**src/rtl/aes_tx_ser.sv**
```systemverilog
// Serialises words from a show-ahead FIFO into LANE_W-wide beats, one word per BEATS cycles.
// Define AES_TX_SER_PARITY_EN to add the tx_par output (even parity of tx).
module aes_tx_ser #(
    parameter int unsigned WORD_W = 32,
    parameter int unsigned LANE_W = 8
) (
    input  logic              clk,
    input  logic              rst_n,
    input  logic [WORD_W-1:0] data,
    input  logic              empty,
    output logic              require,
    input  logic              stall,
    input  logic              msb_first,
    output logic [LANE_W-1:0] tx,
    output logic              tx_valid,
    output logic              shakehand
`ifdef AES_TX_SER_PARITY_EN
    ,
    output logic              tx_par
`endif
);

    localparam int unsigned BEATS  = WORD_W / LANE_W;
    localparam int unsigned BEAT_W = (BEATS > 1) ? $clog2(BEATS) : 1;
    localparam logic [BEAT_W-1:0] LAST_BEAT = BEAT_W'(BEATS - 1);

    localparam logic [0:0] IDLE = 1'b0;
    localparam logic [0:0] SEND = 1'b1;

    logic [0:0]        state_q, state_d;
    logic [BEAT_W-1:0] beat_q, beat_d;
    logic [WORD_W-1:0] word_q, word_d;
    logic              order_q, order_d;
    logic              require_q, require_d;
    logic              capture;
    logic [BEAT_W-1:0] lane_idx;

    always_comb begin
        state_d   = state_q;
        beat_d    = beat_q;
        word_d    = word_q;
        order_d   = order_q;
        require_d = 1'b0;
        capture   = 1'b0;
        case (state_q)
            IDLE: begin
                if (!empty) capture = 1'b1;
            end
            SEND: begin
                if (!stall) begin
                    if (beat_q != LAST_BEAT) begin
                        beat_d = beat_q + BEAT_W'(1);
                    end else if (!empty) begin
                        capture = 1'b1;
                    end else begin
                        state_d = IDLE;
                    end
                end
            end
            default: state_d = IDLE;
        endcase
        // A capture also pops the FIFO one cycle later via the registered strobe.
        if (capture) begin
            word_d    = data;
            order_d   = msb_first;
            beat_d    = '0;
            state_d   = SEND;
            require_d = 1'b1;
        end
    end

    always_ff @(posedge clk) begin
        if (!rst_n) begin
            state_q   <= IDLE;
            beat_q    <= '0;
            word_q    <= '0;
            order_q   <= 1'b0;
            require_q <= 1'b0;
        end else begin
            state_q   <= state_d;
            beat_q    <= beat_d;
            word_q    <= word_d;
            order_q   <= order_d;
            require_q <= require_d;
        end
    end

    assign lane_idx = order_q ? (LAST_BEAT - beat_q) : beat_q;

    always_comb begin
        tx = '0;
        for (int i = 0; i < BEATS; i++) begin
            if (state_q == SEND && lane_idx == BEAT_W'(i)) begin
                tx = word_q[i*LANE_W +: LANE_W];
            end
        end
    end

    assign require   = require_q;
    assign tx_valid  = (state_q == SEND);
    assign shakehand = (state_q == SEND) && (beat_q == '0);

`ifdef AES_TX_SER_PARITY_EN
    assign tx_par = ^tx;
`endif

endmodule

```
**config.mk**
```make
export PLATFORM = sky130hd
export DESIGN_NAME = aes_tx_ser
export DESIGN_NICKNAME = d
export VERILOG_FILES = /design/src/rtl/aes_tx_ser.sv
export SDC_FILE = /design/constraint.sdc
export NUM_CORES = 1
export LEC_CHECK = 0
export ABC_AREA = 1
export BUFFER_PORTS_ARGS = -buffer_cell sky130_fd_sc_hd__clkbuf_2
export CORE_MARGIN = 5
export CORE_UTILIZATION = 55
export DETAILED_ROUTE_END_ITERATION = 6
export PLACE_DENSITY = 0.84
export SYNTH_ARGS = -nofsm -noshare
export SYNTH_HDL_FRONTEND = slang
export SYNTH_SLANG_ARGS = --single-unit
```
**constraint.sdc**
```tcl
create_clock -name clk -period 2.9 [get_ports clk]
set_input_delay 0.58 -clock clk [delete_from_list [all_inputs] [get_ports clk]]
set_output_delay 0.58 -clock clk [all_outputs]
set_load 0.01 [all_outputs]
```
==> run metrics <==
FF+latch count, synth=37; nets=310; Synth Instances=232; cell taking the most area after synthesis=dfxtp_1; Int Pwr=0.000679 W; Core Area=3000 um2; die width=65.6 um; Skew-Pair Late Insertion Delay=330 ps; Cell Chain, Critical Path=inv_1 > nand2_1 > nand2_2 > nor2_1 > nand2_1 > nand4_1 > clkbuf_2; utilization after layout=64.5%; gr ovfl total=0; RR Endpoint=order_q; gr usage total=19.4%; share of the synthesized area in the top cell type=43.6%; total CTS buffers=5; total die area=4300 um2; first-pass GRT wire length=6.54 mm; Final ANT Viol Nets=0; Starting Density=56.5%; H-tree Lvls=2; Sw Pwr=0.000262 W; slowest cell on the critical path=dfxtp_1; final RePlAce weighted congestion=0.851; status=finished, final reports clean; fin crit period=2270 ps; Seq/Total Area, Yosys=43.6%; Power Dens Cells=485 nW/um2; final period utilization=78.3%; Layout area overhead=14.1%; slowest stage delay, CP=430 ps; Root Buffer=clkbuf_4; DR WL/cell=12.6 um; detailed placement HPWL=2.81 mm; final setup TNS=0 ps; # IOs=48; leading cell type in the layout, fill and taps excluded=nand2_1; Avg Cell Area, Syn=7.32 um2; Max transition margin=62.7%; R2R Path Start=beat_q[0]; worst path arrival time=1690 ps; Clk pwr share=26.5%; I/O Buffers=47; final setup fails=0; peak supply drop=0.000276 V; Hold Path Cell Cnt=3; max-slew violations=0; worst-path maximum fanout=17; Area contributors post-synth=dfxtp_1, nand2_1, nand4_1; 1st-iter DRT viols=118; worst hold endpoint=word_q[24]; Crit path required time=2320 ps; hold buffers post-CTS=0; Gate power share=13.8%; Sink Count=37; commonest non-fill, non-tap cells in the layout=nand2_1, clkbuf_2, nand4_1, dfxtp_1, nand3_1; unrepaired setup endpoints after global routing=no; cell mode on critical path=nand2_1; Buf/Inv on CP=2; Ys Warns=0; TritonCTS clock tree=built; ANT cells=0; Cell variety after synth=18; R2R cell count=6; cell family with the largest share of critical-path delay=simple AND/OR/NAND/NOR gates; Die Y=65.6 um; Mapped Area=1700 um2; post-CTS setup buffer count=0; max cap viols=0; leakage=0.988 nW; num rows=20; Clock transition at path regs=100 ps; clk_skew=7.26 ps; initial antenna violation count=0; Initial DRT Pass Iterations=4; sw frac=27.8%; Worst R2R Setup Slack=1270 ps; Mapped Nets=271; fmax=0.440 GHz; PostCTS Resize Cnt=0; Post-Route WL=3.84 mm; hold path startpoint=data[24]; Crit Path Class=register to output pin; largest net degree at the start of global routing=35; class of the tightest hold or removal check=input pin to register; Vias=1659; CP Launch Type=register; Tightest Pin Transition=558 ps; layout cells sized above 1=23.9%; via/cell ratio=5.44; sequential share of power=59.7%; Critical Path Sink Type=output pin; number of global-route vias before repair=1545; final hold violations=0; DRC=0; CTS Buffer Depth=2
synth_stat cells:
cell type	n
nand2_2	4
a21oi_1	1
ha_1	2
o21ai_4	1
nand3_1	34
nand4_1	37
o21ai_0	1
nand2_1	84
buf_2	7
buf_6	2
inv_2	3
buf_1	2
dfxtp_1	37
inv_1	6
xor2_1	1
clkbuf_1	2
nor2_1	3
buf_4	5
logic make-up (layout without fill, tap and decap cells):
| kind of cell | count (synthesis) | count (layout) | share of synthesized area, % |
|---|---|---|---|
| adder cells (fa/ha/maj) | 2 | 2 | 1.47 |
| AO/OA/AOI/OAI | 3 | 3 | 1.55 |
| buffers and inverters | 27 | 67 | 8.47 |
| XOR/XNOR | 1 | 1 | 0.516 |
| flip-flops | 37 | 37 | 43.6 |
| AND/OR/NAND/NOR | 162 | 162 | 44.4 |
worst max-delay path by stage:
stage	end	cells after the start	startpoint
2_1_floorplan	tx[0]	4	tx_valid
3_3_place_gp	tx[6]	7	beat_q[0]
3_5_place_dp	tx[7]	7	beat_q[0]
4_1_cts	tx[7]	7	beat_q[0]
5_1_grt	tx[7]	7	beat_q[0]
6_report	tx[7]	7	beat_q[0]
metal layers:
layer,GRT usage [%],vias up,wire length [um]
li1,-,863,-
met1,26.1,729,1780
met2,29.8,60,1710
met3,4.44,7,289
met4,8.29,0,51
met5,0,-,0
cell type report:
cell class,count,area [um2]
fillers,300,1060
multi-input cells,168,813
flip-flops and latches,37,741
repair buffers,50,258
clock buffers,6,41.3
well taps,33,41.3
inverters,9,33.8
clock inverters,2,10.0
power by group through the flow:
stage	clock network, W	registers (W)	logic [W]
5_1_grt	0.000284	0.000565	0.000149
2_1_floorplan	0	0.000563	0.0000961
3_3_place_gp	0	0.000572	0.000127
4_1_cts	0.000258	0.000561	0.000131
3_5_place_dp	0	0.000572	0.000131
6_report	0.000249	0.000561	0.000130
state kept, by name (all words and copies together), names as in the netlist:
signal    flops
beat_q        2
order_q       1
require       1
tx_valid      1
word_q       32
worst reg2reg max path: cells and delay by family (launching register included):
family                     cells  cell delay, ps
buffers and inverters          1              90
and+or+nand+nor                2             640
DFF                            1             370
adders and majority gates      1             220
AOI/OAI and AO/OA              2             250
per-stage QoR:
stage | power, W | hold slack [ps] | instances | instance area (um2) | worst slack, ps
after floorplan | 0.000660 | 447 | 232 | 1700 | 1250
after global placement | 0.000699 | 462 | 297 | 1890 | 1070
after detailed placement | 0.000703 | 465 | 297 | 1890 | 1010
after CTS | 0.000950 | 409 | 305 | 1940 | 622
after global routing | 0.000998 | 419 | 305 | 1940 | 487
final | 0.000940 | 422 | 305 | 1940 | 629
Power figures use the tool's default switching activity.
